### config.mk
export PLATFORM = sky130hd
export DESIGN_NAME = mm_scheduler
export DESIGN_NICKNAME = d
export VERILOG_FILES = /design/src/rtl/mm_scheduler.sv
export SDC_FILE = /design/constraint.sdc
export NUM_CORES = 1
export LEC_CHECK = 0
export ABC_AREA = 1
export BUFFER_PORTS_ARGS = -buffer_cell sky130_fd_sc_hd__buf_2
export CELL_PAD_IN_SITES_DETAIL_PLACEMENT = 1
export CELL_PAD_IN_SITES_GLOBAL_PLACEMENT = 2
export CORE_MARGIN = 1
export CORE_UTILIZATION = 27
export CTS_CLUSTER_SIZE = 14
export DETAILED_ROUTE_END_ITERATION = 8
export PLACE_DENSITY_LB_ADDON = 0.1
export SLEW_MARGIN = 20
export SYNTH_ARGS = -nofsm -noshare
export SYNTH_HDL_FRONTEND = slang
export SYNTH_SLANG_ARGS = --single-unit
### constraint.sdc
create_clock -name clk -period 2.1 [get_ports clk]
set_input_delay 0.42 -clock clk [delete_from_list [all_inputs] [get_ports clk]]
set_output_delay 0.42 -clock clk [all_outputs]
set_load 0.02 [all_outputs]
### src/rtl/mm_scheduler.sv
// mm_scheduler: accepts MM instructions, issues them to the MM datapath and reports completion
// ports: clk, rstn (async active-low); instr_valid/instr_ready/instr_data instruction handshake;
//        mm_* latched parameters and mm_start_valid pulse to the datapath, mm_done back;
//        cmpl_valid/cmpl_ready/cmpl_status completion record with busy_cycles of the last instruction
module mm_scheduler #(
  parameter int CNT_W   = 32,
  parameter int TIMEOUT = 1048576
) (
  input  logic             clk,
  input  logic             rstn,
  input  logic             instr_valid,
  output logic             instr_ready,
  input  logic [79:0]      instr_data,
  output logic [12:0]      mm_weight_start_addr,
  output logic [10:0]      mm_input_start_addr,
  output logic [10:0]      mm_output_start_addr,
  output logic [8:0]       mm_bias_start_addr,
  output logic [7:0]       mm_ci,
  output logic [7:0]       mm_co,
  output logic [15:0]      mm_n,
  output logic             mm_r,
  output logic             mm_a,
  output logic             mm_b,
  output logic             mm_start_valid,
  input  logic             mm_done,
  output logic             cmpl_valid,
  input  logic             cmpl_ready,
  output logic [1:0]       cmpl_status,
  output logic [CNT_W-1:0] busy_cycles
);
  typedef enum logic [1:0] {IDLE, ISSUE, BUSY, CMPL} state_t;
  localparam logic [CNT_W-1:0] TO_LAST = CNT_W'(TIMEOUT - 1);
  state_t state, state_nx;
  logic alive, xfer, bad, tout, unused_rsvd;
  logic [CNT_W-1:0] cnt_inc;
  // alive keeps instr_ready low while rstn is held, without touching the state encoding
  assign instr_ready = alive && state == IDLE;
  assign cmpl_valid = state == CMPL;
  assign xfer = instr_valid && instr_ready;
  assign bad = instr_data[51:44] == '0 || instr_data[59:52] == '0 || instr_data[75:60] == '0;
  assign cnt_inc = &busy_cycles ? busy_cycles : busy_cycles + 1'b1;
  // timeout fires on the BUSY cycle whose count lands on TIMEOUT-1
  assign tout = cnt_inc == TO_LAST;
  assign unused_rsvd = instr_data[79];
  always_comb begin
    state_nx = state;
    state_nx = state == IDLE  ? (xfer ? (bad ? CMPL : ISSUE) : IDLE) :
               state == ISSUE ? BUSY :
               state == BUSY  ? ((mm_done || tout) ? CMPL : BUSY) :
                                (cmpl_ready ? IDLE : CMPL);
  end
  always_ff @(posedge clk or negedge rstn)
    if (!rstn) state <= IDLE;
    else state <= state_nx;
  always_ff @(posedge clk or negedge rstn)
    if (!rstn) begin
      alive <= 1'b0;
      mm_start_valid <= 1'b0;
      cmpl_status <= 2'b00;
      busy_cycles <= '0;
      mm_weight_start_addr <= '0;
      mm_input_start_addr <= '0;
      mm_output_start_addr <= '0;
      mm_bias_start_addr <= '0;
      mm_ci <= '0;
      mm_co <= '0;
      mm_n <= '0;
      mm_r <= 1'b0;
      mm_a <= 1'b0;
      mm_b <= 1'b0;
    end else begin
      alive <= 1'b1;
      mm_start_valid <= xfer && !bad;
      if (xfer) begin
        {mm_b, mm_a, mm_r, mm_n, mm_co, mm_ci, mm_bias_start_addr, mm_output_start_addr,
         mm_input_start_addr, mm_weight_start_addr} <= instr_data[78:0];
        busy_cycles <= '0;
        cmpl_status <= bad ? 2'b01 : 2'b00;
      end
      if (state == BUSY) begin
        busy_cycles <= cnt_inc;
        if (mm_done || tout) cmpl_status <= mm_done ? 2'b00 : 2'b10;
      end
    end
endmodule

## Word-level counts from Yosys, hierarchy flattened

Index checks and enable logic that the tools add are counted.
W data, S select, Z words.

| storage, ports and cells | value |
|---|---|
| register bits after elaboration | 117 |
| bits in latches | 0 |
| memory bits (writable) | 0 |
| bits in read-only memories | 0 |
| input port bits | 85 |
| output and inout bits | 116 |
| logic and storage cells | 48 |
| memories | 0 |

| cells by class | value |
|---|---|
| $add $sub $neg | 1 |
| multipliers | 0 |
| div/mod/pow operators | 0 |
| $lt $le $gt $ge | 0 |
| equal/unequal tests | 4 |
| shift operators | 0 |
| mux-type cells | 15 |
| bitwise operators | 0 |
| reductions and logical operators | 13 |

Operators by type and width:

| cell | count |
|---|---|
| $mux W32 | 3 |
| $add A32 B1 Y32 const B | 1 |
| $eq A32 B20 Y1 const B | 1 |
| $reduce_and A32 Y1 | 1 |
| $mux W2 | 10 |
| $logic_not A16 Y1 | 1 |
| $logic_not A8 Y1 | 2 |
| $eq A2 B2 Y1 const B | 2 |
| $logic_and A1 B1 Y1 | 3 |
| $logic_or A1 B1 Y1 | 3 |
| $eq A2 B1 Y1 const B | 1 |
| $logic_not A2 Y1 | 1 |
| $mux W1 | 2 |
| $reduce_bool A2 Y1 | 1 |
| $logic_not A1 Y1 | 1 |

## Logic depth before layout (Yosys ltp)

Gate-level depths: netlist of the first run.

| logic depth | value |
|---|---|
| depth in word-level cells | 8 |
| depth in mapped cells | 17 |
| mapped depth without buffers | 16 |

## Worst setup path after synthesis of the first run

No wires, ideal clock.

| timing | value |
|---|---|
| kind | reg2reg |
| start point | reg busy_cycles[0] |
| end point | reg cmpl_status[0] |
| setup time | 122 ps |
| data arrival time | 2,029 ps |
| data required time | 1,978 ps |
| slack | -50 ps |
| cell stages (with the launch flop) | 18 |
| buffers on the path | 1 |
| period minus slack after synthesis | 2,150 ps |
| cell sequence | dfrtp_1 ha_1 inv_2 nor2_4 nand2_4 nor2_8 nand2_4 buf_6 nand2_1 inv_2 nor2_1 nand2_1 nor2_1 nand2_1 nor2_2 nand2_2 nand2_1 nor2_1 |

| on the way | value |
|---|---|
| longest elaborated chain between the ends | 6 |
| elaborated cells on any way between the ends | 7 |
| those cells by class | add/sub (1); eq/ne (1); mux (3); reduce/logical (2) |

RTL lines:

| what | line | source |
|---|---|---|
| from (decl) | 29 | `output logic [CNT_W-1:0] busy_cycles` |
| from (signal assigned) | 81 | `busy_cycles <= cnt_inc;` |
| $add A32 B1 Y32 or $reduce_and A32 Y1 (tied branches) | 41 | `assign cnt_inc = &busy_cycles ? busy_cycles : busy_cycles + 1'b1;` |
| $mux W32 (*) | 41 |  |
| $eq A32 B20 Y1 (*) | 43 | `assign tout = cnt_inc == TO_LAST;` |
| $logic_or A1 B1 Y1 (*) | 82 | `if (mm_done \|\| tout) cmpl_status <= mm_done ? 2'b00 : 2'b10;` |
| $mux W2 (*) | 82 |  |
| $mux W2 (*) | 80 | `if (state == BUSY) begin` |
| to (signal assigned) | 78 | `cmpl_status <= bad ? 2'b01 : 2'b00;` |
| to (signal assigned) | 82 |  |
| to (decl) | 28 | `output logic [1:0] cmpl_status,` |

Every way passes the cells marked *; elsewhere a longest branch is shown, timed or not.
A chain may end at the register's enable or synchronous reset.

## Final worst setup path of the first run

Same ends and word-level chain as after synthesis.

==> flow_summary.toml, run 1 <==
[power]
worst_ir_drop_vdd_mv = 0.5816
power.total_mw = 12.71
power_density_mw_per_mm2 = 1472
leakage_power_figure_nw = 4.626

[cells_and_area]
register_area_mm2 = 0.002940
finish.net_count = 1148
post_route_cells_drive_above_1_share = 0.4032
areaGrowthSynthToFinish_pct = 52.97
antenna_cells_inserted = 0
multi_input_area_mm2 = 0.002574
nFillCells = 2555
final_cell_area_mm2 = 0.008632

[detailed_routing]
postRouteAntennaNets = 0
dr.pass1.iters = 4
wl_um = 20910
viasPerCell = 4.461
avgRoutedWirePerCell_um = 15.56
dr.first_iter.drc_count = 183
vias = 5996
detail_route.drc_violations = 0

[floorplan]
standard_cell_row_count = 52
area_of_the_die_mm2 = 0.02148
start_util = 0.2771
core_area_mm2 = 0.02036
design.portCount = 201
fp.dieH_um = 146.6
chipWidth_um = 146.6

[yosys]
post-synth-top-area-fraction = 0.5188
yosys.cell_types.count = 33
synth.yosys.warnings = 0
syn_inst = 748
syn_area_per_cell_um2 = 7.544
mappedNetlistArea_mm2 = 0.005643
ys_top_cells_by_area = "dfrtp_1 52%, nand2_1 23%, inv_1 4.1%, o21ai_0 3.7%, nor2_1 3.7%"
ys_ff_latch = 117
synth-async-reset-ratio = 1.000
synth_top_flop_cell = "dfrtp_1"
synth-edff-count = 0
net_count_after_synthesis = 834
synth-seq-area-share = 0.5188
post_synth_most_frequent_cells = "344 x nand2_1, 117 x dfrtp_1, 61 x inv_1"
synth_largest_area_cell = "dfrtp_1"
post-synth-top-count-cell = "nand2_1"

[timing]
setup_repair_after_global_routing_missed_its_margin = "yes"
finalSetupViolations = 0
min_tclk_post_route_ps = 2093
report.final.slew_viol_count = 0
final_hold_viol_count = 0
worst_relative_slew_slack = 0.5916
tightestPinTransition_ps = 612.6
max_freq_ghz = 0.4779
final.period_utilization = 0.9965
finalClockSkew_ps = 6.991

[worst_setup_path]
crit_chain = "ha_4 -> inv_2 -> nor2_4 -> nand2_4 -> nor2_8 -> buf_12 -> nand2_8 -> clkinvlp_4 -> buf_4 -> nor2_2 -> nand2_1 -> nor2_2 -> nand2_2 -> nand2_1 -> nor2_1"
critPathMaxFanout = 8
worstSetupPathDepth = 15
required_ps = 2400
cp_top_family = "simple AND/OR/NAND/NOR gates"
timing.rr.end = "cmpl_status[0]"
cpMaxStageDelayCell = "dfrtp_2"
r2r-start = "busy_cycles[0]"
rrSetupSlack_ps = 7
reg2reg_depth = 15
buffers_and_inverters_on_the_worst_path = 4
critPathLaunch = "busy_cycles[0]"
arrival_ps = 2390
worst_setup_path_endpoint = "cmpl_status[0]"
critical_path_class = "reg2reg"
kind_of_start_point_of_the_critical_path = "flip-flop"
crit_path_end_kind = "flip-flop"
cp_slowest_stage_delay_ps = 440

[placed_design]
buffer_ports.inserted = 199
dpl_cell_area_mm2 = 0.007626
gp_routability_congestion = 0.8116
post-dp-hpwl_um = 15360

[global_route]
grt_pass1_vias = 6501
grt_start_max_net_pins = 70
overflow = 0
grt_antenna_before_repair = 1
grt_first_pass_wirelength_um = 34130
grt_util_all_layers = 0.2040

[run_status]
outcome = "finished clean"

[clocking]
clock_tree_root = "clkbuf_16"
cts_tree = "done"
htree_num_levels = 4
cts.path.max_buffers = 2
clock_latency_ps = 420
cts_buffers = 17
cts.hold.buffers_added = 0
cts_sinks = 117
cts.clk_slew.worst_paths_ps = 60

[run]
maxCapViolCount = 0

[worst_hold_path]
min-delay-path-class = "in2async"
[report_power, final]
group,internal [mW],switching (mW),total [mW]
logic,2.18,3.69,5.87
registers,3.28,0.700,3.98
clock network,1.77,1.10,2.87
[worst min-delay path by stage]
stage | cells past startpoint | slack [ps] | end
after CTS | 2 | 20 | mm_bias_start_addr[0]
after floorplan | 0 | 120 | alive
after detailed placement | 2 | 460 | mm_bias_start_addr[0]
after global placement | 2 | 460 | mm_bias_start_addr[2]
final | 2 | 10 | mm_bias_start_addr[0]
after global routing | 2 | 20 | mm_bias_start_addr[0]
[state kept, by name, summed over array words and instances (netlist names), 2 cells and up]
signal and flops:
mm_bias_start_addr 9, mm_co 8, busy_cycles 32, mm_weight_start_addr 13
mm_n 16, mm_output_start_addr 11, state 2, mm_ci 8
cmpl_status 2, mm_input_start_addr 11
[kinds of logic (layout without fill, tap and decap cells)]
family / after synthesis / in the layout / share of synthesized area
other cells: 1 / 1 / 0.0006646
compound gates: 64 / 64 / 0.06253
xor+xnor: 9 / 9 / 0.01397
buf+inv: 91 / 416 / 0.06364
flops: 117 / 117 / 0.5188
simple gates: 465 / 466 / 0.3381
fa+ha+maj: 1 / 1 / 0.002217
[cells in the final DEF, fill, tap and decap left out, types with 8 or more instances in the layout]
master	count
nor2_1	31
buf_2	198
nor2_2	22
inv_1	60
nand4_1	11
o21ai_0	37
dfrtp_1	107
xor2_1	8
nand3_1	28
clkbuf_16	17
nor2_4	9
buf_4	114
dfrtp_2	10
o22ai_1	12
nand2_2	19
nand2_1	328
[metal layers]
| layer | global-route usage | vias to the layer above | routed length [um] |
|---|---|---|---|
| met1 | 0.2560 | 2860 | 9224 |
| met5 | 0 | - | 17 |
| met4 | 0.05677 | 2 | 296 |
| met3 | 0.06000 | 24 | 1277 |
| met2 | 0.3398 | 151 | 10100 |
| li1 | - | 2959 | - |
[repair_timing]
item                                    in CTS  in global routing
gates resized for setup                     38                 39
buffers inserted                            17                  7
gates cloned                                 1                  0
pin swaps                                   14                 22
endpoints found under the setup margin       3                  3
endpoints found under the hold margin        0                  0
[metrics by stage]
step	std cells	TNS, ps	util	hold WS [ps]	worst slack (ps)
after floorplan	748	0	-	124.4	57.86
after global placement	1288	-375.6	0.3745	456.9	-165.1
after detailed placement	1288	-449.6	0.3745	462.6	-186.2
after CTS	1337	-22.58	0.4161	15.04	-22.58
after global routing	1344	-427.4	0.4239	20.40	-167.4
final	1344	0	0.4239	9.670	7.438
[cell type report]
| class | instances | share of cell area |
|---|---|---|
| Sequential cell | 117 | 0.3406 |
| Multi-Input combinational cell | 541 | 0.2982 |
| Timing Repair Buffer | 319 | 0.2266 |
| Clock buffer | 19 | 0.05131 |
| Tap cell | 270 | 0.03914 |
| Inverter | 66 | 0.02913 |
| Clock inverter | 12 | 0.01507 |
Power figures use the tool's default switching activity.
==> inputs of run 2 (changes only) <==
CORE_ASPECT_RATIO = 1.5   (was not set)
==> flow_summary.toml, run 2 (synthesis gave the netlist of run 1 again) <==
[detailed_routing]
wl_um = 23220
dr.pass1.iters = 4
vias = 6327
viasPerCell = 4.649
dr.first_iter.drc_count = 200
postRouteAntennaNets = 0
avgRoutedWirePerCell_um = 17.06
detail_route.drc_violations = 0

[floorplan]
core_area_mm2 = 0.02042
chipWidth_um = 120.0
area_of_the_die_mm2 = 0.02149
fp.dieH_um = 179.1
standard_cell_row_count = 64
design.portCount = 201
start_util = 0.2763

[cells_and_area]
post_route_cells_drive_above_1_share = 0.4589
finish.net_count = 1170
final_cell_area_mm2 = 0.009175
utilization = 0.4493
largest_register_ff_count = 32
most-common-layout-cells = "303 x nand2_1, 198 x buf_2, 129 x buf_4, 106 x dfrtp_1, 59 x inv_1"
final_common_cell = "nand2_1"
registers.top_by_ff_count = "busy_cycles"
fin_cells = 1361
areaGrowthSynthToFinish_pct = 62.59
largest_registers = "busy_cycles x32, mm_n x16, mm_weight_start_addr x13"

[power]
worst_ir_drop_vdd_mv = 0.6812
power_density_mw_per_mm2 = 1465
leakage_power_figure_nw = 4.968

[worst_setup_path]
critPathMaxFanout = 3
required_ps = 2400
reg2reg_depth = 17
rrSetupSlack_ps = 0.6
crit_path_end_kind = "flip-flop"
crit_chain = "buf_4 -> nand2_2 -> nor2_4 -> buf_4 -> nand2_1 -> nor2_2 -> buf_4 -> nand2_1 -> nand2_1 -> nand2_2 -> nand3_2 -> nor2_1 -> nand2_1 -> nor2_2 -> nand2_2 -> nand2_2 -> nor2_1"
timing.rr.end = "cmpl_status[0]"
cp_slowest_stage_delay_ps = 430
cpMaxStageDelayCell = "dfrtp_1"
critical_path_class = "reg2reg"
r2r-start = "busy_cycles[14]"
kind_of_start_point_of_the_critical_path = "flip-flop"
arrival_ps = 2400

[run]
maxCapViolCount = 0

[timing]
worst_relative_slew_slack = 0.6198
tightestPinTransition_ps = 570.3
final.period_utilization = 0.9997
finalClockSkew_ps = 7.182
finalHoldWorstSlack_ps = -15.82
max_freq_ghz = 0.4763
min_tclk_post_route_ps = 2099
setup_repair_after_global_routing_missed_its_margin = "yes"
report.final.slew_viol_count = 0
final_hold_viol_count = 3
finalSetupViolations = 0

[clocking]
cts.clk_slew.worst_paths_ps = 50
htree_num_levels = 4
clock_tree_root = "clkbuf_16"
clock_latency_ps = 420
cts_buffers = 17
cts.hold.buffers_added = 0
cts_tree = "done"
cts.path.max_buffers = 2
cts_sinks = 117

[global_route]
grt_pass1_vias = 6779
grt_start_max_net_pins = 66
grt_first_pass_wirelength_um = 35870
grt_antenna_before_repair = 2
grt_util_all_layers = 0.2211
overflow = 0

[run_status]
failed_checks = "hold timing"
outcome = "finished, violations left"

[placed_design]
post-dp-hpwl_um = 16860
dpl_cell_area_mm2 = 0.007649
dp.cells = 1286
gp_routability_congestion = 0.8534
buffer_ports.inserted = 199

[worst_hold_path]
min-delay-path-class = "in2async"
run 2: timing repair:
| action | CTS | global route |
|---|---|---|
| endpoints found under the setup margin | 3 | 4 |
| pin swaps | 22 | 46 |
| setup buffers | 21 | 21 |
| gates cloned | 2 | 1 |
| resized for setup | 60 | 103 |
run 2: worst max-delay path: cells and delay by family (launching register included):
family / cells / cell delay, ps
DFF: 1 / 430
buffers and inverters: 3 / 410
and+or+nand+nor: 14 / 1140
run 2: area by class of cell:
cell class / count / area (um^2)
Multi-Input combinational cell: 543 / 2902
Sequential cell: 117 / 2942
Clock inverter: 10 / 156.4
Fill cell: 2556 / 11240
Tap cell: 264 / 330.3
Antenna cell: 1 / 2.502
Clock buffer: 21 / 440.4
Timing Repair Buffer: 339 / 2147
Inverter: 66 / 255.2
run 2: where the power goes:
part	switching (mW)	internal, mW	total (mW)	leakage, nW
logic	3.96	2.46	6.42	3.19
registers	0.714	3.28	3.99	1.49
clock network	1.06	1.97	3.03	0.291
total	5.74	7.70	13.4	4.97
run 2: how the worst max path moves through the flow:
| stage | start | endpoint | slack [ps] | cells after the start |
|---|---|---|---|---|
| floorplan | busy_cycles[0] | cmpl_status[0] | 60 | 17 |
| CTS | busy_cycles[18] | cmpl_status[0] | -20 | 16 |
| global route | busy_cycles[0] | cmpl_status[0] | -110 | 17 |
| global placement | busy_cycles[6] | cmpl_status[0] | -290 | 14 |
| finish | busy_cycles[14] | cmpl_status[0] | 0.6 | 17 |
| detailed placement | busy_cycles[6] | cmpl_status[0] | -280 | 14 |
run 2: metrics by stage:
stage	total power [mW]	TNS (ps)	setup WS, ps
global route	14.34	-297.9	-112.2
global placement	9.650	-796.3	-293.6
floorplan	6.928	0	57.86
finish	13.44	0	0.6064
detailed placement	9.843	-768.2	-284.6
CTS	13.19	-24.62	-24.62
run 2: layer usage:
metal  up-vias  global-route usage  wire (um)
met1      3066              0.2233       8431
met4         2              0.1057        709
met5         -                   0          8
met2       208              0.4162      12840
met3        40             0.05821       1225
li1       3011                   -          -
==> inputs of run 3 (changes only) <==
ABC_AREA = not set   (was 1)
CORE_UTILIZATION = 28   (was 27)
==> flow_summary.toml, run 3 <==
[yosys]
syn_inst = 678
yosys.cell_types.count = 58
synth-async-reset-ratio = 1.000
synth_top_flop_cell = "dfrtp_1"
mappedNetlistArea_mm2 = 0.005644
synth-edff-count = 0
post-synth-top-count-cell = "nand2_1"
post-synth-top-area-fraction = 0.5187
synth-seq-area-share = 0.5187
ys_top_cells_by_area = "dfrtp_1 52%, nand2_1 19%, o21ai_0 4.8%, clkbuf_1 1.7%, nor2_1 1.7%"
synth.yosys.warnings = 0
post_synth_most_frequent_cells = "284 x nand2_1, 117 x dfrtp_1, 54 x o21ai_0"
ys_ff_latch = 117
synth_largest_area_cell = "dfrtp_1"
syn_area_per_cell_um2 = 8.325
net_count_after_synthesis = 764

[power]
power.total_mw = 11.07
power.share.sequential = 0.311
worst_ir_drop_vdd_mv = 0.5777
leakage_power_figure_nw = 4.688
clock_power_share = 0.299
power.combinational.fraction = 0.390
power.switching_fraction = 0.3949
internal-power_mw = 6.698
total_switching_power_mw = 4.371
power_density_mw_per_mm2 = 1199

[worst_setup_path]
worstSetupPathDepth = 10
critPathMaxFanout = 3
cpMaxStageDelayCell = "or4_4"
critical-path-top-cell-by-count = "a2bb2oi_2"
cp_slowest_stage_delay_ps = 490
arrival_ps = 2840
crit_path_end_kind = "flip-flop"
reg2reg_depth = 10
critical_path_class = "reg2reg"
crit_chain = "ha_4 -> nand4_1 -> or4_4 -> nor3_4 -> buf_6 -> nor3_2 -> a2bb2oi_2 -> a2111oi_4 -> and4_4 -> a2bb2oi_2"
buffers_and_inverters_on_the_worst_path = 1
kind_of_start_point_of_the_critical_path = "flip-flop"
required_ps = 2440
cp_top_family = "simple AND/OR/NAND/NOR gates"

[cells_and_area]
final_common_cell = "nand2_1"
final_cell_area_mm2 = 0.009235
largest_register_ff_count = 32
utilization = 0.4668
nFillCells = 2346
most-common-layout-cells = "278 x nand2_1, 198 x buf_2, 108 x buf_4, 105 x dfrtp_1, 33 x o21ai_1"
largest_registers = "busy_cycles x32, mm_n x16, mm_weight_start_addr x13"
post_route_cells_drive_above_1_share = 0.4658
fin_cells = 1269
finish.net_count = 1082
areaGrowthSynthToFinish_pct = 63.62
registers.top_by_ff_count = "busy_cycles"
antenna_cells_inserted = 0

[detailed_routing]
avgRoutedWirePerCell_um = 18.30
wl_um = 23230
dr.pass1.iters = 6
detail_route.drc_violations = 0
dr.first_iter.drc_count = 285
viasPerCell = 4.966
vias = 6302
postRouteAntennaNets = 0

[timing]
report.final.slew_viol_count = 0
final.period_utilization = 1.188
max_freq_ghz = 0.4007
min_tclk_post_route_ps = 2496
finalHoldWorstSlack_ps = 194.3
setup_ws_ps = -395.5
finalClockSkew_ps = 9.011
setup_repair_after_global_routing_missed_its_margin = "yes"
finalSetupViolations = 19
final_hold_viol_count = 0

[global_route]
grt_antenna_before_repair = 0
grt_pass1_vias = 6818
grt_first_pass_wirelength_um = 36850
grt_util_all_layers = 0.2300
grt_start_max_net_pins = 84
overflow = 0

[clocking]
htree_num_levels = 4
cts_tree = "done"
cts_buffers = 17
cts_sinks = 117
clock_tree_root = "clkbuf_16"
cts.clk_slew.worst_paths_ps = 60
cts.path.max_buffers = 2
clock_latency_ps = 420

[run_status]
failed_checks = "setup timing"
outcome = "finished, violations left"

[placed_design]
post-dp-hpwl_um = 16810
gp_routability_congestion = 0.9015
buffer_ports.inserted = 199
dp.cells = 1211
dpl_cell_area_mm2 = 0.007786

[floorplan]
fp.dieH_um = 175.9
area_of_the_die_mm2 = 0.02074
standard_cell_row_count = 63
design.portCount = 201
chipWidth_um = 117.9
start_util = 0.2853
core_area_mm2 = 0.01979

[worst_hold_path]
min_delay_path_depth = 3
min-delay-path-class = "in2reg"

[run]
maxCapViolCount = 0
[run 3: cell types whose count changed after synthesis, sizes merged, moves of 11 or more]
cell / change
nand2: -66
o31ai: +11
o22ai: -11
inv: -62
o21ai: +12
nor2: -37
nand3: -15
[run 3: path summary, 6_finish.rpt]
check	from	endpoint	slack (ps)
max reg2reg	busy_cycles[0]	cmpl_status[1]	-400
max	busy_cycles[0]	cmpl_status[1]	-400
max in group asynchronous	rstn	busy_cycles[13]	1030
min reg2reg	mm_bias_start_addr[8]	mm_bias_start_addr[8]	460
min	instr_data[27]	mm_output_start_addr[3]	190
min in group asynchronous	rstn	mm_weight_start_addr[5]	410
[run 3: per-stage QoR]
step	setup WS, ps	setup TNS, ps
final	-395.5	-2360
after global routing	-507.5	-4560
after CTS	-410.0	-3107
after detailed placement	-640.2	-6937
after global placement	-536.9	-5433
after floorplan	-512.8	-4329
[run 3: power by group through the flow]
| stage | clock network, mW | registers, mW | logic [mW] |
|---|---|---|---|
| 6_report | 3.31 | 3.45 | 4.32 |
| 5_1_grt | 3.48 | 3.55 | 4.70 |
| 4_1_cts | 3.38 | 3.46 | 4.24 |
| 3_5_place_dp | 0 | 3.50 | 4.04 |
| 3_3_place_gp | 0 | 3.45 | 3.95 |
| 2_1_floorplan | 0 | 4.43 | 1.34 |
[run 3: area by class of cell]
type	count	area (um^2)	share of cell area
Clock inverter	13	219.0	0.02371
Tap cell	260	325.3	0.03523
Clock buffer	19	452.9	0.04904
Multi-Input combinational cell	519	3092	0.3348
Sequential cell	117	2943	0.3187
Timing Repair Buffer	337	2188	0.2370
Inverter	4	15.01	0.001626
[run 3: metal layers]
| layer | track usage | wire length, um |
|---|---|---|
| met1 | 0.2474 | 9036 |
| met2 | 0.4282 | 12520 |
| met3 | 0.04708 | 924 |
| met4 | 0.1047 | 751 |
| met5 | 0 | 0 |
[run 3: cells by family after synthesis]
group,share of synthesized area
other cells,0.0006644
buf+inv,0.02970
mux,0.007316
compound gates,0.1179
simple gates,0.3157
flops,0.5187
xor+xnor,0.007758
fa+ha+maj,0.002216
[run 3: what timing repair did]
item / in CTS / in global routing
hold endpoints to repair: 12 / 0
gates resized for setup: 96 / 68
cloned: 1 / 0
pin swaps: 37 / 39
setup endpoints to repair: 32 / 33
hold buffers: 1 / 0
buffers inserted: 29 / 5
[run 3: worst min-delay path, stage by stage]
cell and delay (ps):
buf_2 70, nand2_1 40, nand2_1 50
